## src/rtl/instr_encoder_if.sv

```systemverilog
// rtl/instr_encoder_if.sv - field input, memory write and status bundle for instr_encoder
interface instr_encoder_if #(
    parameter int DEPTH = 64
);
    localparam int CW = $clog2(DEPTH) + 1;

    logic          in_valid;
    logic          in_ready;
    logic [5:0]    in_op;
    logic [4:0]    in_rs;
    logic [4:0]    in_rt;
    logic [4:0]    in_rd;
    logic [4:0]    in_shamt;
    logic [5:0]    in_funct;
    logic [15:0]   in_imm;
    logic [25:0]   in_target;
    logic          mem_we;
    logic          mem_ack;
    logic [31:0]   mem_addr;
    logic [31:0]   mem_wdata;
    logic [CW-1:0] count;
    logic          full;
    logic          err;

    modport master (
        output in_valid, in_op, in_rs, in_rt, in_rd, in_shamt, in_funct, in_imm, in_target,
        output mem_ack,
        input  in_ready, mem_we, mem_addr, mem_wdata, count, full, err
    );

    modport slave (
        input  in_valid, in_op, in_rs, in_rt, in_rd, in_shamt, in_funct, in_imm, in_target,
        input  mem_ack,
        output in_ready, mem_we, mem_addr, mem_wdata, count, full, err
    );
endinterface

```

## src/rtl/instr_encoder.sv

```systemverilog
// rtl/instr_encoder.sv - packs R/I/J instruction fields into words and writes them to instruction memory
module instr_encoder #(
    parameter int          DEPTH     = 64,
    parameter logic [31:0] BASE_ADDR = 32'h00400000
) (
    input  logic           clk,
    input  logic           reset,
    input  logic           clr,
    instr_encoder_if.slave bus
);
    localparam int            CW      = $clog2(DEPTH) + 1;
    localparam logic [CW-1:0] DEPTH_C = CW'(DEPTH);

    typedef enum logic [1:0] {
        IDLE,
        WRITE,
        FULL
    } state_t;

    state_t        state;
    logic [CW-1:0] countReg;
    logic          errReg;
    logic          fullReg;
    logic          readyReg;
    logic          memWe;
    logic [31:0]   wdataReg;

    logic          isLegal;
    logic [31:0]   encWord;
    logic [CW-1:0] countNext;

    always_comb begin
        isLegal = 1'b0;
        encWord = 32'h0;
        case (bus.in_op)
            6'h00: begin
                isLegal = 1'b1;
                encWord = {6'b0, bus.in_rs, bus.in_rt, bus.in_rd, bus.in_shamt, bus.in_funct};
            end
            6'h08, 6'h0C, 6'h0D, 6'h0F, 6'h23, 6'h2B, 6'h04, 6'h05: begin
                isLegal = 1'b1;
                encWord = {bus.in_op, bus.in_rs, bus.in_rt, bus.in_imm};
            end
            6'h02, 6'h03: begin
                isLegal = 1'b1;
                encWord = {bus.in_op, bus.in_target};
            end
            default: begin
                isLegal = 1'b0;
                encWord = 32'h0;
            end
        endcase
    end

    assign countNext = countReg + 1'b1;

    always_ff @(posedge clk or posedge reset) begin
        if (reset) begin
            state    <= IDLE;
            countReg <= '0;
            errReg   <= 1'b0;
            fullReg  <= 1'b0;
            readyReg <= 1'b1;
            memWe    <= 1'b0;
            wdataReg <= 32'h0;
        end else if (clr) begin
            // Abandons any pending write; the input offered this cycle is dropped.
            state    <= IDLE;
            countReg <= '0;
            errReg   <= 1'b0;
            fullReg  <= 1'b0;
            readyReg <= 1'b1;
            memWe    <= 1'b0;
        end else begin
            case (state)
                IDLE: begin
                    if (bus.in_valid) begin
                        if (isLegal) begin
                            wdataReg <= encWord;
                            memWe    <= 1'b1;
                            readyReg <= 1'b0;
                            state    <= WRITE;
                        end else begin
                            errReg <= 1'b1;
                        end
                    end
                end
                WRITE: begin
                    if (bus.mem_ack) begin
                        countReg <= countNext;
                        memWe    <= 1'b0;
                        if (countNext == DEPTH_C) begin
                            state    <= FULL;
                            fullReg  <= 1'b1;
                            readyReg <= 1'b0;
                        end else begin
                            state    <= IDLE;
                            readyReg <= 1'b1;
                        end
                    end
                end
                FULL: begin
                    memWe    <= 1'b0;
                    readyReg <= 1'b0;
                    fullReg  <= 1'b1;
                end
                default: begin
                    state    <= IDLE;
                    memWe    <= 1'b0;
                    readyReg <= 1'b1;
                end
            endcase
        end
    end

    // Address wraps naturally in 32 bits.
    assign bus.mem_addr  = BASE_ADDR + (32'(countReg) << 2);
    assign bus.mem_we    = memWe;
    assign bus.mem_wdata = wdataReg;
    assign bus.in_ready  = readyReg;
    assign bus.count     = countReg;
    assign bus.full      = fullReg;
    assign bus.err       = errReg;
endmodule

```

## src/flat_wrapper.sv

```systemverilog
// flat-port wrapper written by rule: the top's interface ports become plain ports
module instr_encoder_flat 
#(
    parameter int          DEPTH     = 64,
    parameter logic [31:0] BASE_ADDR = 32'h00400000
)
  (clk, reset, clr, bus_in_valid, bus_in_op, bus_in_rs, bus_in_rt, bus_in_rd, bus_in_shamt, bus_in_funct, bus_in_imm, bus_in_target, bus_mem_ack, bus_in_ready, bus_mem_we, bus_mem_addr, bus_mem_wdata, bus_count, bus_full, bus_err);
  instr_encoder_if #(.DEPTH(DEPTH)) bus_i ();
  input  logic clk;
  input  logic reset;
  input  logic clr;
  input wire logic [$bits(bus_i.in_valid)-1:0] bus_in_valid;
  input wire logic [$bits(bus_i.in_op)-1:0] bus_in_op;
  input wire logic [$bits(bus_i.in_rs)-1:0] bus_in_rs;
  input wire logic [$bits(bus_i.in_rt)-1:0] bus_in_rt;
  input wire logic [$bits(bus_i.in_rd)-1:0] bus_in_rd;
  input wire logic [$bits(bus_i.in_shamt)-1:0] bus_in_shamt;
  input wire logic [$bits(bus_i.in_funct)-1:0] bus_in_funct;
  input wire logic [$bits(bus_i.in_imm)-1:0] bus_in_imm;
  input wire logic [$bits(bus_i.in_target)-1:0] bus_in_target;
  input wire logic [$bits(bus_i.mem_ack)-1:0] bus_mem_ack;
  output wire logic [$bits(bus_i.in_ready)-1:0] bus_in_ready;
  output wire logic [$bits(bus_i.mem_we)-1:0] bus_mem_we;
  output wire logic [$bits(bus_i.mem_addr)-1:0] bus_mem_addr;
  output wire logic [$bits(bus_i.mem_wdata)-1:0] bus_mem_wdata;
  output wire logic [$bits(bus_i.count)-1:0] bus_count;
  output wire logic [$bits(bus_i.full)-1:0] bus_full;
  output wire logic [$bits(bus_i.err)-1:0] bus_err;
  assign bus_i.in_valid = bus_in_valid;
  assign bus_i.in_op = bus_in_op;
  assign bus_i.in_rs = bus_in_rs;
  assign bus_i.in_rt = bus_in_rt;
  assign bus_i.in_rd = bus_in_rd;
  assign bus_i.in_shamt = bus_in_shamt;
  assign bus_i.in_funct = bus_in_funct;
  assign bus_i.in_imm = bus_in_imm;
  assign bus_i.in_target = bus_in_target;
  assign bus_i.mem_ack = bus_mem_ack;
  assign bus_in_ready = bus_i.in_ready;
  assign bus_mem_we = bus_i.mem_we;
  assign bus_mem_addr = bus_i.mem_addr;
  assign bus_mem_wdata = bus_i.mem_wdata;
  assign bus_count = bus_i.count;
  assign bus_full = bus_i.full;
  assign bus_err = bus_i.err;
  instr_encoder #(.DEPTH(DEPTH), .BASE_ADDR(BASE_ADDR)) u_core (.clk(clk), .reset(reset), .clr(clr), .bus(bus_i));
endmodule
```

## config.mk

```make
export PLATFORM = sky130hd
export DESIGN_NAME = instr_encoder_flat
export DESIGN_NICKNAME = d
export VERILOG_FILES = /design/src/rtl/instr_encoder_if.sv /design/src/rtl/instr_encoder.sv /design/src/flat_wrapper.sv
export SDC_FILE = /design/constraint.sdc
export NUM_CORES = 1
export LEC_CHECK = 0
export ABC_AREA = 1
export CAP_MARGIN = 20
export CORE_MARGIN = 5
export CORE_UTILIZATION = 37
export CTS_BUF_LIST = sky130_fd_sc_hd__clkbuf_8
export CTS_CLUSTER_DIAMETER = 200
export DETAILED_ROUTE_END_ITERATION = 10
export DONT_BUFFER_PORTS = 1
export SLEW_MARGIN = 20
export SYNTH_ARGS = -nofsm -noshare
export SYNTH_HDL_FRONTEND = slang
export SYNTH_SLANG_ARGS = --single-unit
```

## constraint.sdc

```tcl
create_clock -name clk -period 1.5 [get_ports clk]
set_input_delay 0.3 -clock clk [delete_from_list [all_inputs] [get_ports clk]]
set_output_delay 0.3 -clock clk [all_outputs]
set_load 0.02 [all_outputs]
```

# Word-level counts from Yosys, hierarchy flattened
# Index checks and enable logic that the tools add are counted.
classes:
  n_bitwise: 1
  n_eq_ne: 19
  addsub: 2
  n_reduce_logical: 16
  muxes: 30
op_table:
  columns: ["operator", "n"]
  rows:
  - ["$pmux 32 s3", 1]
  - ["$add 23x9->24 const A", 1]
  - ["$eq 6x4->1 const B", 4]
  - ["$mux 7", 3]
  - ["$mux 1", 17]
  - ["$eq 6x2->1 const B", 2]
  - ["$eq 6x3->1 const B", 2]
  - ["$eq 6x6->1 const B", 2]
  - ["$reduce_or 11->1", 1]
  - ["$mux 2", 5]
  - ["$reduce_and 3->1", 3]
  - ["$reduce_and 4->1", 2]
  - ["$reduce_bool 2->1", 4]
  - ["$reduce_or 8->1", 1]
  - ["$add 7x1->7 const B", 1]
  - ["$eq 7x7->1 const B", 1]
  - ["$logic_not 6->1", 1]
  - ["$ne 3x2->1 const B", 2]
  - ["$ne 3x3->1 const B", 2]
  - ["$pmux 2 s3", 1]
  - ["$ne 2x2->1 const B", 2]
  - ["$pmux 1 s2", 2]
  - ["$pmux 1 s3", 1]
  - ["$reduce_bool 3->1", 1]
  - ["6 further kinds", 6]
word_totals:
  inputBits: 79
  reg_bits: 45
  out_inout_bits: 75
  wordCells: 75

# Logic depth before layout (Yosys ltp)
depth:
  word_depth: 7
  mapped_depth: 12
  ltp_nobuf: 12

# Least setup slack after synthesis
# Ideal clock, no wire load.
synth_path:
  kind: "reg2reg"
  start: "reg u_core.countReg[0], in the netlist u_core.bus.count[0]"
  end: "reg u_core.fullReg, in the netlist u_core.bus.full"
  slack_ps: -74
  setup_time_ps: 118
  path_buffers: 0
  path_stages_with_launch: 11
  required_time_ps: 1382
  synth_period_minus_slack_ps: 1574
  arrival_time_ps: 1456
  cell_sequence: "dfrtp_1 -> ha_1 -> nand3_1 -> o21bai_1 -> nand2_1 -> nor2_1 -> nand2_1 -> nand2_1 -> nand3_1 -> nand2_1 -> nand2_1"
synth_via:
  elab_chain_cells: 4
synth_rtl:
  columns: ["element", "line_no", "text"]
  rows:
  - ["start: declaration", "instr_encoder.sv:21", "logic [CW-1:0] countReg;"]
  - ["start signal: assignment", "instr_encoder.sv:90", "countReg <= countNext;"]
  - ["$add 7x1->7", "instr_encoder.sv:55", "assign countNext = countReg + 1'b1;"]
  - ["$eq 7x7->1", "instr_encoder.sv:92", "if (countNext == DEPTH_C) begin"]
  - ["$ne 3x2->1 (no source line)", null, null]
  - ["$reduce_and 3->1 (no source line)", null, null]
  - ["end signal: assignment", "instr_encoder.sv:62", "fullReg <= 1'b0;"]
  - ["end signal: assignment", "instr_encoder.sv:94", "fullReg <= 1'b1;"]
  - ["end signal: assignment", "instr_encoder.sv:105", "fullReg <= 1'b1;"]
  - ["end: declaration", "instr_encoder.sv:23", "logic fullReg;"]
# Every way passes these cells.
# A chain may end at the register's enable or synchronous reset.

# Final worst setup path
layout_path:
  start: "reg u_core.state[0]"
  end: "reg u_core.wdataReg[0], in the netlist u_core.bus.mem_wdata[0]"
layout_via:
  elab_chain_cells: 2
layout_rtl:
  columns: ["element", "line_no", "text"]
  rows:
  - ["start: declaration", "instr_encoder.sv:20", "state_t state;"]
  - ["start signal: assignment", "instr_encoder.sv:59", "state <= IDLE;"]
  - ["start signal: assignment", "instr_encoder.sv:68", "state <= IDLE;"]
  - ["start signal: assignment", "instr_encoder.sv:82", "state <= WRITE;"]
  - ["$logic_not 2->1", "instr_encoder.sv:75", "case (state)"]
  - ["$reduce_and 4->1 (no source line)", null, null]
  - ["end signal: assignment", "instr_encoder.sv:79", "wdataReg <= encWord;"]
  - ["end: declaration", "instr_encoder.sv:26", "logic [31:0] wdataReg;"]
# Every way passes these cells.

==> impl_metrics.json <==
{
  "cap_violations": 0,
  "pin_count": 154,
  "leakage_nw": 1.781,
  "grt_usage_pct": 14.96,
  "worstPathCellList": "inv_2 > nand2_4 > nor2_4 > buf_6 > nand4_1 > nand4_4 > clkbuf_16 > nand2_1 > nand2_1",
  "ys_ff_latch": 45,
  "whs_ns": 0.05254,
  "setup_viol": 18,
  "dp_slack_ns": -0.5081,
  "synth_compound_area_share_pct": 4.229,
  "worst_ir_drop_vdd_uv": 394.4,
  "crit_buf_inv": 3,
  "die_y_um": 96.24,
  "grt_setup_unrepaired": "true",
  "drt-total-wl_um": 7245,
  "cts_root_buffer": "clkbuf_8",
  "relSlewSlack_pct": 63.89,
  "synth_top_family_by_area": "simple AND/OR/NAND/NOR gates",
  "cp_common_cell": "nand2_1",
  "path_max_fanout": 6,
  "end_kind": "flip-flop",
  "final_common_cell": "nand2_1",
  "gp_congestion": 0.8035,
  "nets": 507,
  "drt-initial-drc-count": 97,
  "yosys.area_share.xor_xnor_pct": 0.3183,
  "worstPathArrival_ns": 1.77,
  "startpoint_type": "flip-flop",
  "finalWorstSetupSlack_ns": -0.02884,
  "synthSimpleGateAreaFrac_pct": 37.65,
  "post_drt_wl_per_cell_um": 13.77,
  "critPathTopFamily": "simple AND/OR/NAND/NOR gates",
  "max_stage_delay_ns": 0.40,
  "start_util_pct": 37.93,
  "cp_data_required_time_ns": 1.74,
  "ys_top_cells_by_area": "dfrtp_1 (40%), nand2_1 (27%), buf_4 (9.0%)",
  "finalHoldViolations": 0,
  "fp.coreArea_mm2": 0.007253,
  "grt-ovfl-total": 0,
  "hold_class": "in2reg",
  "cts_buffers": 5,
  "ys_seq_area_share_pct": 40.97,
  "drive_gt1_share_pct": 20.61,
  "synth_mux_area_share_pct": 0,
  "grt_start_max_net_pins": 30,
  "violations": "setup timing",
  "num_rows": 31,
  "drt_pass1_iterations": 4,
  "yosysTopAreaCell": "dfrtp_1",
  "synth-adder-area-share_pct": 0.9095,
  "area_delta_synth_final_pct": 19.78,
  "path_class": "reg2reg",
  "outcome": "finished with violations",
  "worst_slew_pin_slew_ns": 0.5408,
  "grt_pass1_vias": 2282,
  "dp_hpwl_um": 5269,
  "clock_skew_ns": 0.008059,
  "power_density_mw_per_mm2": 886.1,
  "grt_pass1_wl_um": 10950,
  "post-route-period-util_pct": 101.9,
  "dieWidth_um": 96.24,
  "antenna_found_initial": 0,
  "cp_slowest_cell": "dfrtp_1",
  "max_freq_mhz": 654.1,
  "final.min_clock_period_ns": 1.529,
  "nFillCells": 739,
  "cts.clk_slew.worst_paths_ns": 0.09,
  "postRouteAntennaNets": 0,
  "drcViolationCount": 0,
  "ys_types": 26,
  "num_vias": 2434,
  "worstSkewPairLatency_ns": 0.29,
  "syn_inst": 400,
  "netlist_area_mm2": 0.002751,
  "cts_max_level": 2,
  "diodes": 0,
  "io_buffers": 0,
  "viasPerCell": 4.627,
  "cts_tree": "done",
  "dieArea_mm2": 0.009261,
  "cts_max_path_buffers": 2,
  "final_cell_mix": "nand2_1 (179), dfrtp_1 (41), buf_4 (29)",
  "clock_sinks": 45,
  "yosysTopAreaCellShare_pct": 40.02,
  "synth-warning-count": 0,
  "avgSynthCellArea_um2": 6.878,
  "drv_slew": 0
}
## worst register-to-register path: stages, from the launching register on
cell and delay [ns]:
dfrtp_1 0.40, inv_2 0.08, nand2_4 0.05, nor2_4 0.11, buf_6 0.11, nand4_1 0.16
nand4_4 0.24, clkbuf_16 0.20, nand2_1 0.05, nand2_1 0.06
## repair_timing
item,4_1_cts,5_1_grt
resized for setup,3,40
hold buffers,1,0
endpoints found under the setup margin,33,36
setup buffers,3,2
pin swaps,2,24
gates cloned,1,3
hold endpoints to repair,22,0
## layer usage
metal  GRT usage [%]  wire length, µm
met5               0                0
met4           3.673               55
met3           4.222              599
met2           25.65             3680
met1           18.45             2908
## cell type report
type	instances	area [µm²]	share of cell area, %
Multi-Input combinational cell	306	1428	43.32
Sequential cell	45	1131	34.32
Timing Repair Buffer	40	411.6	12.49
Tap cell	99	123.9	3.759
Inverter	28	105.1	3.189
Clock buffer	6	82.58	2.506
Clock inverter	2	13.76	0.4176
## cell families after synthesis
group | count (synthesis)
flip-flops | 45
AO/OA/AOI/OAI | 22
adder cells (fa/ha/maj) | 2
buffers and inverters | 73
XOR/XNOR | 1
other | 2
AND/OR/NAND/NOR | 255
## through the flow
| step | instances | util [%] | TNS [ns] | area, µm² | power (mW) |
|---|---|---|---|---|---|
| after floorplan | 423 | - | 0 | 2840 | 1.851 |
| after global placement | 508 | 40.28 | -12.12 | 2922 | 1.975 |
| after detailed placement | 508 | 40.28 | -12.01 | 2922 | 1.981 |
| after CTS | 521 | 42.54 | -0.0003515 | 3085 | 2.814 |
| after global routing | 526 | 45.44 | -3.506 | 3296 | 3.092 |
| final | 526 | 45.44 | -0.2703 | 3296 | 2.920 |
## worst paths after layout
check                                           startpoint                                   end  slack [ns]  cells after the start
min                                                    clr            u_core.bus.err$_DFFE_PP0P_        0.05                      1
max                            u_core.state[0]$_DFFE_PP0P_   u_core.bus.mem_wdata[0]$_DFFE_PP0P_       -0.03                      9
max reg2reg                    u_core.state[0]$_DFFE_PP0P_   u_core.bus.mem_wdata[0]$_DFFE_PP0P_       -0.03                      9
max in group asynchronous                            reset  u_core.bus.mem_wdata[14]$_DFFE_PP0P_        0.50                      3
min in group asynchronous                            reset            u_core.bus.err$_DFFE_PP0P_        0.50                      2
min reg2reg                u_core.bus.in_ready$_DFFE_PP1P_       u_core.bus.in_ready$_DFFE_PP1P_        0.53                      2
## synth_stat cells
master    instances
inv_2             1
nand3_1          27
o211ai_1          1
dfstp_2           1
inv_1            26
o21ai_0          14
o22ai_1           1
buf_2             8
nor2_1           16
nor3_4            1
buf_1             1
ha_1              2
clkinv_1          1
nor2_2            3
nand4_1           6
nor3_1            1
nand4_2           1
a21oi_1           3
buf_6             3
buf_4            33
o21bai_1          1
conb_1            2
xor2_1            1
nand2_1         200
dfrtp_1          44
o21ai_1           2
## power breakdown
part | switching [mW] | internal, mW
clock network | 0.422 | 0.374
logic | 0.436 | 0.278
registers | 0.119 | 1.29
total | 0.977 | 1.94
## state kept, by name (all words and copies together), names as in the netlist
signal / cells
u_core.bus.mem_wdata: 32
u_core.bus.count: 7
u_core.state: 2
u_core.bus.err: 1
u_core.bus.full: 1
u_core.bus.in_ready: 1
u_core.bus.mem_we: 1
(Power assumes the default switching activity.)
